$ cat src/rtl/axi_pkg.sv
// Shared types for the AXI write arbiter: FSM state encoding,
// AXI field widths and the master index width.
package axi_pkg;

    typedef enum logic [1:0] {
        WARB_IDLE,
        WARB_AW,
        WARB_W,
        WARB_B
    } warb_state_e;

    localparam int AXI_LEN_W   = 4;
    localparam int AXI_SIZE_W  = 3;
    localparam int AXI_BURST_W = 2;
    localparam int AXI_RESP_W  = 2;
    localparam int WARB_IDX_W  = 2;

    function automatic logic [WARB_IDX_W-1:0] warb_idx(input logic [3:0] oh);
        logic [WARB_IDX_W-1:0] r;
        r = '0;
        for (int i = 0; i < 4; i++) begin
            if (oh[i]) r = WARB_IDX_W'(i);
        end
        return r;
    endfunction

endpackage

$ cat src/rtl/warb_picker.sv
// One-hot request picker. AXI_WARB_RR_EN: round-robin from ptr,
// otherwise fixed priority with the lowest index winning.
module warb_picker
    import axi_pkg::*;
#(
    parameter int NUM_M = 2
) (
    input  logic [NUM_M-1:0]      req,
`ifdef AXI_WARB_RR_EN
    input  logic [WARB_IDX_W-1:0] ptr,
`endif
    output logic [NUM_M-1:0]      gnt
);

`ifdef AXI_WARB_RR_EN
    always_comb begin
        int k;
        gnt = '0;
        k   = 0;
        // Walk backwards so the candidate closest to ptr wins.
        for (int i = NUM_M - 1; i >= 0; i--) begin
            k = (int'(ptr) + i) % NUM_M;
            if (req[k]) gnt = NUM_M'(1) << k;
        end
    end
`else
    always_comb begin
        gnt = '0;
        for (int i = NUM_M - 1; i >= 0; i--) begin
            if (req[i]) gnt = NUM_M'(1) << i;
        end
    end
`endif

endmodule

$ cat src/rtl/axi_write_arbiter.sv
// Burst-locked AXI write-path arbiter (AW/W/B) for NUM_M masters.
// AXI_WARB_RR_EN selects round-robin instead of fixed priority.
module axi_write_arbiter
    import axi_pkg::*;
#(
    parameter int NUM_M  = 2,
    parameter int ID_W   = 4,
    parameter int ADDR_W = 32,
    parameter int DATA_W = 32,
    localparam int AW_W  = ID_W + ADDR_W + 15,
    localparam int W_W   = DATA_W + DATA_W / 8 + 1,
    localparam int B_W   = ID_W + AXI_RESP_W
) (
    input  logic                         ACLK,
    input  logic                         ARESETn,
    input  logic [NUM_M-1:0]             m_awvalid,
    output logic [NUM_M-1:0]             m_awready,
    input  logic [NUM_M*AW_W-1:0]        m_aw,
    input  logic [NUM_M-1:0]             m_wvalid,
    output logic [NUM_M-1:0]             m_wready,
    input  logic [NUM_M*W_W-1:0]         m_w,
    output logic [NUM_M-1:0]             m_bvalid,
    input  logic [NUM_M-1:0]             m_bready,
    output logic [B_W-1:0]               m_b,
    output logic                         s_awvalid,
    input  logic                         s_awready,
    output logic [AW_W+WARB_IDX_W-1:0]   s_aw,
    output logic                         s_wvalid,
    input  logic                         s_wready,
    output logic [W_W-1:0]               s_w,
    input  logic                         s_bvalid,
    output logic                         s_bready,
    input  logic [B_W+WARB_IDX_W-1:0]    s_b,
    output logic [NUM_M-1:0]             grant
);

    warb_state_e             state_q;
    logic [WARB_IDX_W-1:0]   gidx_q;
    logic                    err_q;
    logic [NUM_M-1:0]        pick;
    logic [WARB_IDX_W-1:0]   pick_idx;
    logic [AW_W-1:0]         aw_sel;
    logic                    aw_hs;
    logic                    w_hs;
    logic                    b_hs;
    logic                    wlast;

`ifdef AXI_WARB_RR_EN
    logic [WARB_IDX_W-1:0]   ptr_q;
    logic [WARB_IDX_W-1:0]   ptr_nxt;

    assign ptr_nxt = WARB_IDX_W'((int'(pick_idx) + 1) % NUM_M);

    warb_picker #(.NUM_M(NUM_M)) u_pick (
        .req (m_awvalid),
        .ptr (ptr_q),
        .gnt (pick)
    );
`else
    warb_picker #(.NUM_M(NUM_M)) u_pick (
        .req (m_awvalid),
        .gnt (pick)
    );
`endif

    assign pick_idx = warb_idx(4'(pick));

    // Data muxes keyed by the one-hot grant; all zero while idle.
    always_comb begin
        aw_sel = '0;
        s_w    = '0;
        for (int i = 0; i < NUM_M; i++) begin
            if (grant[i]) begin
                aw_sel = m_aw[i*AW_W +: AW_W];
                s_w    = m_w[i*W_W +: W_W];
            end
        end
    end

    assign s_aw  = {gidx_q, aw_sel};
    assign m_b   = s_b[B_W-1:0];
    assign wlast = s_w[0];
    assign aw_hs = s_awvalid & s_awready;
    assign w_hs  = s_wvalid & s_wready;
    assign b_hs  = s_bvalid & s_bready;

    always_comb begin
        m_awready = '0;
        m_wready  = '0;
        m_bvalid  = '0;
        s_awvalid = 1'b0;
        s_wvalid  = 1'b0;
        s_bready  = 1'b0;
        unique case (state_q)
            WARB_AW: begin
                s_awvalid = |(m_awvalid & grant);
                m_awready = grant & {NUM_M{s_awready}};
                s_wvalid  = |(m_wvalid & grant);
                m_wready  = grant & {NUM_M{s_wready}};
            end
            WARB_W: begin
                s_wvalid  = |(m_wvalid & grant);
                m_wready  = grant & {NUM_M{s_wready}};
            end
            WARB_B: begin
                s_bready  = |(m_bready & grant);
                m_bvalid  = grant & {NUM_M{s_bvalid}};
            end
            default: ;
        endcase
    end

    always_ff @(posedge ACLK or negedge ARESETn) begin
        if (!ARESETn) begin
            state_q <= WARB_IDLE;
            grant   <= '0;
            gidx_q  <= '0;
            err_q   <= 1'b0;
`ifdef AXI_WARB_RR_EN
            ptr_q   <= '0;
`endif
        end else begin
            unique case (state_q)
                WARB_IDLE: begin
                    if (|m_awvalid) begin
                        grant   <= pick;
                        gidx_q  <= pick_idx;
                        state_q <= WARB_AW;
`ifdef AXI_WARB_RR_EN
                        ptr_q   <= ptr_nxt;
`endif
                    end
                end
                WARB_AW: begin
                    if (aw_hs) begin
                        state_q <= (w_hs && wlast) ? WARB_B : WARB_W;
                    end
                end
                WARB_W: begin
                    if (w_hs && wlast) state_q <= WARB_B;
                end
                WARB_B: begin
                    if (b_hs) begin
                        grant   <= '0;
                        state_q <= WARB_IDLE;
                        if (s_b[B_W+WARB_IDX_W-1:B_W] != gidx_q) err_q <= 1'b1;
                    end
                end
            endcase
        end
    end

    always @(posedge ACLK) begin
        if (ARESETn) begin
            if (state_q == WARB_AW) assert (|(m_awvalid & grant));
            assert (!err_q);
        end
    end

endmodule

$ cat config.mk
export PLATFORM = sky130hd
export DESIGN_NAME = axi_write_arbiter
export DESIGN_NICKNAME = d
export VERILOG_FILES = /design/src/rtl/axi_pkg.sv /design/src/rtl/warb_picker.sv /design/src/rtl/axi_write_arbiter.sv
export SDC_FILE = /design/constraint.sdc
export NUM_CORES = 1
export LEC_CHECK = 0
export ABC_CLOCK_PERIOD_IN_PS = 2490
export CAP_MARGIN = 15
export CORE_AREA = 4 4 115 117
export CTS_CLUSTER_SIZE = 28
export DETAILED_ROUTE_END_ITERATION = 6
export DIE_AREA = 0 0 119 121
export PLACE_DENSITY = 0.62
export SLEW_MARGIN = 40
export SYNTH_ARGS = -nofsm -noshare
export SYNTH_HDL_FRONTEND = slang
export SYNTH_SLANG_ARGS = --single-unit
$ cat constraint.sdc
create_clock -name ACLK -period 2.49 [get_ports ACLK]
set_clock_uncertainty 0.1 [all_clocks]
set_input_delay 0.498 -clock ACLK [delete_from_list [all_inputs] [get_ports ACLK]]
set_output_delay 0.498 -clock ACLK [all_outputs]
set_load 0.005 [all_outputs]
Word level (Yosys, flattened, before mapping) --
Cells that the tools add are included.
Storage, ports and cells: register bits after elaboration 6, bits in latches 0, bits in writable memories 0, memory bits (read-only) 0, output and inout port bits 107, logic and storage cells 51, memories 0
Operators by class: add/subtract/negate cells 0, $mul 0, divide/modulo/power cells 0, order comparisons 0, equality and inequality tests 7, shift-type cells 0, mux-type cells 21, bitwise gates (word level) 9, reduce and logical (&&, ||, !) cells 11
Operators by type and width (count):
- 2-to-1 mux 51 bit | 2
- 2-to-1 mux 37 bit | 2
- 2-to-1 mux 2 bit | 10
- AND 2 bit | 6
- OR reduction 2 bit | 5
- != test 2 bit, second input constant | 4
- case mux 2 bit (4 select lines) | 1
- 2-to-1 mux 1 bit | 5
- == test 2 bit, second input constant | 2
- case mux 2 bit (2 select lines) | 1
- AND reduction 4 bit | 1
- AND 1 bit | 3
- AND reduction 3 bit | 1
- == test 2 x 1 -> 1 bit, second input constant | 1
- logical NOT 2 bit | 1
- AND reduction 2 bit | 1
- nonzero test 2 bit | 1
- logical AND 1 bit | 1

Longest topological paths before layout --
Gate-level depths: netlist of the first run.
depth in word-level cells 8, depth in mapped cells 6, depth with buffers taken out 6

Cells and area by module --
A second synthesis of the first run with hierarchy kept.
Second synthesis, totals: cells, all modules 176, area total of the unflattened synthesis 1446.4 µm²
By module, submodules not included:
- axi_write_arbiter | times used 1, cells an instance 174, area each 1425.1 µm², seq. area each 125.1 µm²
- warb_picker | times used 1, cells an instance 2, area each 21.3 µm², seq. area each 0.0 µm²

Least setup slack after synthesis of the first run --
OpenSTA, ideal clock, no wires.
path kind register to output, start register grant[0], end output port s_aw[10], arrival 1.300 ns, required time 1.892 ns, path slack 0.592 ns, cell stages (with the launch flop) 7, path through dfrtp_1 > buf_6 > inv_1 > nor2_1 > buf_2 > buf_2 > a22o_1
Between the ends: word-level cells in the longest chain between the ends 2
RTL lines:
- start, declared | RTL line axi_write_arbiter.sv:34 | output logic [NUM_M-1:0] grant
- start signal, assigned | RTL line axi_write_arbiter.sv:126 | grant <= pick;
- 2-to-1 mux 51 bit (2 in a row) | RTL line axi_write_arbiter.sv:73 | if (grant[i]) begin
- end, declared | RTL line axi_write_arbiter.sv:27 | output logic [AW_W+WARB_IDX_W-1:0] s_aw,
No other way between the ends.

Worst setup path after layout of the first run --
start register grant[1], end output port s_aw[11]
Between the ends: word-level cells in the longest chain between the ends 1
RTL lines (RTL line):
- 2-to-1 mux 51 bit | axi_write_arbiter.sv:73
No other way between the ends.

==> results of run 1 <==
## cell families (layout without fill, tap and decap cells)
family	count (synthesis)	in the layout	share of synthesized area, %
AO/OA/AOI/OAI	102	102	63.8
buffers and inverters	34	309	12.3
AND/OR/NAND/NOR	20	20	8.63
adder cells (fa/ha/maj)	5	5	4.40
flip-flops	5	5	8.80
multiplexers	2	2	1.76
other	1	1	0.264
## what timing repair did
item                                    4_1_cts  5_1_grt
gates resized for setup                       3       11
pin swaps                                     0        2
setup buffers                                 0        3
endpoints found under the setup margin        4       14
cloned                                        0        2
## power by group through the flow
stage / registers (mW) / logic, mW / clock network (mW)
floorplan: 0.155 / 1.41 / 0
global placement: 0.166 / 3.35 / 0
detailed placement: 0.169 / 3.36 / 0
CTS: 0.170 / 3.38 / 0.272
global route: 0.178 / 3.78 / 0.283
finish: 0.172 / 3.52 / 0.268
## flip-flops by register name, indices dropped and copies added (netlist names)
name,flops
state_q,2
gidx_q,1
grant,2
## final cells by class
cell class	instances	area share [%]
clock buffers	4	1.69
multi-input cells	130	24.9
repair buffers	299	65.6
well taps	172	4.62
flip-flops and latches	5	2.77
inverters	6	0.483
## synthesized netlist by cell type
cell type   n
dfrtp_1     5
nand3b_4    1
or2_2       1
o21ai_0     2
a211o_1     1
and3_1      2
a221oi_4    1
a22oi_1     2
mux2_4      1
a22oi_4     1
nor2_1      4
a2bb2oi_1   1
o211ai_2    1
conb_1      1
nand2_1     5
o2111ai_1   1
mux2i_1     1
a21oi_1     2
inv_1       6
clkbuf_1   14
o21a_1      1
nand3b_1    1
and2b_2     1
buf_2       5
a22o_1     86
o22ai_1     2
a211oi_2    1
buf_4       7
nor2b_1     3
ha_1        5
buf_6       2
and3_2      2
## worst max path at each step
stage | startpoint | endpoint | slack, ns | depth (start not counted)
2_1_floorplan | grant[0] | s_aw[10] | 0.59 | 6
3_3_place_gp | m_bready[0] | s_bready | 0.08 | 4
3_5_place_dp | m_bready[0] | s_bready | 0.06 | 4
4_1_cts | grant[1] | s_w[5] | 0.01 | 4
5_1_grt | grant[1] | s_w[2] | -0.02 | 5
6_report | grant[1] | s_aw[11] | 0.04 | 5
## cells in the final DEF (no fill, tap or decap), types with 2 or more instances in the layout
| cell type | netlist | routed |
|---|---|---|
| a22oi_1 | 2 | 2 |
| buf_12 | 0 | 3 |
| o22ai_1 | 2 | 2 |
| and3_1 | 2 | 2 |
| inv_1 | 6 | 6 |
| dlymetal6s2s_1 | 0 | 7 |
| clkdlybuf4s50_1 | 0 | 277 |
| nor2b_1 | 3 | 3 |
| a22o_4 | 0 | 2 |
| o21ai_0 | 2 | 2 |
| nand2_1 | 5 | 5 |
| buf_6 | 2 | 2 |
| ha_1 | 5 | 4 |
| a22o_1 | 86 | 84 |
| and3_2 | 2 | 2 |
| dfrtp_1 | 5 | 4 |
| dlygate4sd2_1 | 0 | 2 |
| a21oi_1 | 2 | 2 |
| clkbuf_16 | 0 | 5 |
| nor2_1 | 4 | 3 |
| buf_4 | 7 | 6 |
## layer usage
metal / GRT usage, % / vias to the layer above / wire length, um
met3: 5.31 / 10 / 1250
met2: 25.3 / 186 / 5840
met5: 0 / - / 0
met1: 13.2 / 1190 / 3780
met4: 2.32 / 0 / 106
li1: - / 1233 / -
==> results.toml, run 1 <==
[finish]
stdcell_count = 616
design_area_sq_um = 4660
antenna_cells = 0
fin_util_pct = 37.7
syn_to_final_growth_pct = 228
nFillCells = 1252
layout.area.seq_sq_um = 129
drive_gt1_share_pct = 6.98
multi_input_area_sq_um = 1160
layout.nets = 645

[setup_path]
r2r-start = "grant[1]"
cp.arrival_ns = 1.86
cp-start-kind = "flop"
cp.buffers_inverters = 3
r2r_cells = 6
path_max_fanout = 24
reg2reg_to = "state_q[1]"
slowest_stage = "clkdlybuf4s50_1"
cp-end-kind = "primary output"
worst_path_largest_cell_delay_ns = 0.54
criticalPathCategory = "flop to primary output"
crit_chain = "nor2_4 -> buf_4 -> buf_12 -> a22o_1 -> clkdlybuf4s50_1"
crit_family = "buffers and inverters"
reg2reg_slack_ns = 0.54
critPathRequiredTime_ns = 1.89

[place]
portBuffers = 286
dp_hpwl_um = 9260
gp_congestion = 0.782
postPlaceCellArea_sq_um = 4460
dp_cells = 607
place_ws_ns = 0.0635

[floorplanning]
coreArea_sq_um = 12400
initial_core_util_pct = 11.5
die_area_sq_um = 14400
pin_count = 302
die_h_um = 121
rows = 41
die_width_um = 119

[routing]
drc_errors = 0
vias = 2619
routed_wl_um = 11000
wire_per_inst_um = 17.8
dr.pass1.iters = 4
viasPerCell = 4.25
drt_iter0_drc = 62
antenna_left = 0

[global_route]
grt_pass1_wl_um = 15000
antenna_found_initial = 0
track_usage_pct = 13.1
grt_pass1_vias = 2770
grt.overflow.total = 0
grt_max_degree = 54

[clock_network]
cts_root_buf = "clkbuf_16"
clk_pin_slew_ns = 0.03
cts_tree = "built"
ctsHoldBuffers = 0
ctsHtreeMaxLevel = 1
max-clock-path-buffers = 2
cts_buffers = 3
clock_latency_ns = 0.23
clkSinkCount = 5

[pwr]
power_density_nw_per_um2 = 849
finalPower_mw = 3.96
vdd_drop_max_v = 0.000436
p_seq_share_pct = 4.3
swShare_pct = 36.0
switchingPower_mw = 1.42
power.internal_mw = 2.53
p_clk_share_pct = 6.8
p_leak_nw = 1.93
p_comb_share_pct = 88.9

[timing]
setup_viol = 0
hold_viol = 0
finalSetupTns_ns = 0
maxSlewViolCount = 0
min_period_ns = 2.45
fmax_ghz = 0.407
layout_setup_ws_ns = 0.0359
holdWs_ns = 0.404
finalCritPeriodShare_pct = 98.6
rsz0062_at_grt = "yes"

[synth]
synth_area_sq_um = 1420
yosysUniqueCellTypes = 32
syn_nets = 369
seq_area_frac_synth_pct = 8.80
yosysWarnings = 0
synth_seq_cells = 5
avgSynthCellArea_sq_um = 8.41
yosys-top-cells-area = "a22o_1, dfrtp_1, ha_1, buf_4, clkbuf_1"
synth_top_cell_by_area = "a22o_1"
postSynthCellCount = 169
synth.top_cell.area_share_pct = 53.0

[worst_hold_path]
hp-class = "input pin to async pin"

[status]
status = "finished clean"

[flow_run]
max-cap-violations = 0
No activity file was read; power rests on OpenSTA's default activity.
==> run 2: changes to the inputs <==
- CORE_AREA: 4 4 115 117 -> 4 4 114 116
- DIE_AREA: 0 0 119 121 -> 0 0 118 120
- DONT_BUFFER_PORTS: default -> 1
- PLACE_DENSITY: 0.62 -> 0.3
==> run 2 against run 1 <==
Effect of this change: sequential share of layout area grew 5.2 points; final area shrank 65%; worst setup slack gained 0.20 ns; sequential power grew 12%; clock power shrank 3%; hold slack lost 0.14 ns; global-route usage shrank 4.2 points; flip-flop and latch count is the same; critical endpoint is now s_w[9].
==> results.toml, run 2 (synthesized netlist as in run 1, its figures left out) <==
[setup_path]
cp-startpoint = "grant[1]"
slowest_stage = "dfrtp_4"
critPathRequiredTime_ns = 1.89
cp-start-kind = "flop"
reg2reg_slack_ns = 0.56
cp.depth = 3
cp.buffers_inverters = 1
crit_chain = "nor2_4 -> buf_4 -> a22o_1"
cp.arrival_ns = 1.65
worst_path_largest_cell_delay_ns = 0.56
cp-end-kind = "primary output"
crit_family = "flip-flops"
reg2reg_to = "state_q[1]"
r2r-start = "state_q[1]"
r2r_cells = 6
critical_path.endpoint = "s_w[9]"
path_max_fanout = 46
criticalPathCategory = "flop to primary output"

[finish]
reg_top3 = "grant x2, state_q x2, gidx_q x1"
final_common_cell = "a22o_1"
layout.nets = 353
drive_gt1_share_pct = 13.8
stdcell_count = 300
syn_to_final_growth_pct = 13.5
final_cell_mix = "a22o_1, inv_1, nand2_1, ha_1, buf_4"
nFillCells = 1344
design_area_sq_um = 1610

[place]
dp_hpwl_um = 6680
dp_cells = 294
postPlaceCellArea_sq_um = 1520
portBuffers = 0
gp_congestion = 0.675

[floorplanning]
coreArea_sq_um = 11900
pin_count = 302
die_area_sq_um = 14200
rows = 40
die_width_um = 118
initial_core_util_pct = 11.9
die_h_um = 120

[timing]
finalSetupTns_ns = 0
finalCritPeriodShare_pct = 90.5
min_period_ns = 2.25
maxSlewViolCount = 0
rsz0062_at_grt = "no"
hold_viol = 0
fmax_ghz = 0.444
setup_viol = 0

[pwr]
p_clk_share_pct = 11.9
switchingPower_mw = 1.12
p_comb_share_pct = 79.3
swShare_pct = 51.3
power.internal_mw = 1.06
p_leak_nw = 0.676
p_seq_share_pct = 8.8
vdd_drop_max_v = 0.000388
power_density_nw_per_um2 = 1350

[routing]
vias = 1574
drt_iter0_drc = 30
drc_errors = 0
wire_per_inst_um = 25.2
viasPerCell = 5.25
dr.pass1.iters = 4
routed_wl_um = 7550
antenna_left = 0

[global_route]
grt.overflow.total = 0
busiest_layer = "met2"
gr-usage-met1_pct = 10.4
antenna_found_initial = 1
grtUsageMet2_pct = 15.9
grt_pass1_vias = 1530
grt_pass1_wl_um = 9690
track_usage_pct = 8.91
grt_max_degree = 47
grt_use_met3_pct = 1.37

[worst_hold_path]
hp-class = "input pin to flop"
hold_depth = 1

[flow_run]
max-cap-violations = 0

[clock_network]
clkSinkCount = 5
max-clock-path-buffers = 2
cts_tree = "built"
cts_setup_buffers = 0
cts_buffers = 3
ctsHtreeMaxLevel = 1
clk_pin_slew_ns = 0.03
cts_root_buf = "clkbuf_16"
clock_latency_ns = 0.22

[status]
status = "finished clean"
==> run 2: cell types whose count changed in the layout (fill, tap and decap cells not counted) <==
cell,before,now
clkdlybuf4s50_1,277,0
dlygate4sd2_1,2,0
buf_6,2,0
a22o_4,2,0
ha_4,1,0
dlygate4sd3_1,0,1
buf_4,6,5
clkbuf_16,5,3
dlymetal6s2s_1,7,0
a22o_1,84,86
buf_12,3,1
ha_1,4,5
diode_2,0,1
==> run 2: worst min-delay path by stage <==
| stage | startpoint | to | slack, ns |
|---|---|---|---|
| 2_1_floorplan | ARESETn | gidx_q[0] | 0.10 |
| 3_3_place_gp | ARESETn | gidx_q[0] | 0.10 |
| 3_5_place_dp | ARESETn | gidx_q[0] | 0.10 |
| 4_1_cts | m_awvalid[0] | gidx_q[0] | 0.27 |
| 5_1_grt | m_awvalid[0] | gidx_q[0] | 0.27 |
| 6_report | m_awvalid[0] | gidx_q[0] | 0.27 |
==> run 2: metal layers <==
metal / part of all wire, % / wire, um / vias up
met5: 0 / 0 / -
met4: 3.9 / 291 / 0
met3: 8.8 / 664 / 20
met2: 51 / 3830 / 174
met1: 37 / 2760 / 726
li1: - / - / 654
==> run 2: repair_timing <==
action | 4_1_cts | 5_1_grt
resized for setup | 0 | 0
hold endpoints to repair | 5 | 0
hold buffers | 1 | 0
==> run 2: worst reg2reg max path, stage by stage (launching register included) <==
cell and delay, ns:
dfrtp_1 0.40, inv_1 0.10, ha_1 0.32, nand2_1 0.13, a211oi_2 0.29, o211ai_2 0.14
mux2_4 0.32
==> run 2: cell type report <==
type | instances | area [sq um] | area share [%]
timing repair buffer | 7 | 67.6 | 4.19
tap | 147 | 184 | 11.4
antenna | 1 | 2.50 | 0.155
inverter | 6 | 22.5 | 1.40
multi-input combinational | 130 | 1130 | 70.0
sequential | 5 | 129 | 7.99
clock buffer | 4 | 78.8 | 4.89
==> run 2: power by group through the flow <==
stage | combinational [mW] | clock, mW | sequential (mW)
3_3_place_gp | 1.75 | 0 | 0.192
4_1_cts | 1.76 | 0.264 | 0.194
2_1_floorplan | 1.41 | 0 | 0.155
3_5_place_dp | 1.75 | 0 | 0.195
6_report | 1.73 | 0.260 | 0.192
5_1_grt | 1.89 | 0.271 | 0.202
==> run 2: metrics by stage <==
step / worst slack (ns) / total power, mW / hold slack (ns) / util, %
detailed placement: 0.433 / 1.94 / 0.103 / 12.8
global route: 0.106 / 2.37 / 0.265 / 13.5
CTS: 0.190 / 2.22 / 0.268 / 13.5
finish: 0.237 / 2.18 / 0.266 / 13.5
floorplan: 0.592 / 1.57 / 0.102 / -
global placement: 0.453 / 1.94 / 0.103 / 12.8
==> run 3: changes to the inputs <==
- SLEW_MARGIN: 40 -> default
==> results of run 3 <==
Final layout, timing and power as in run 2 (identical DEF).
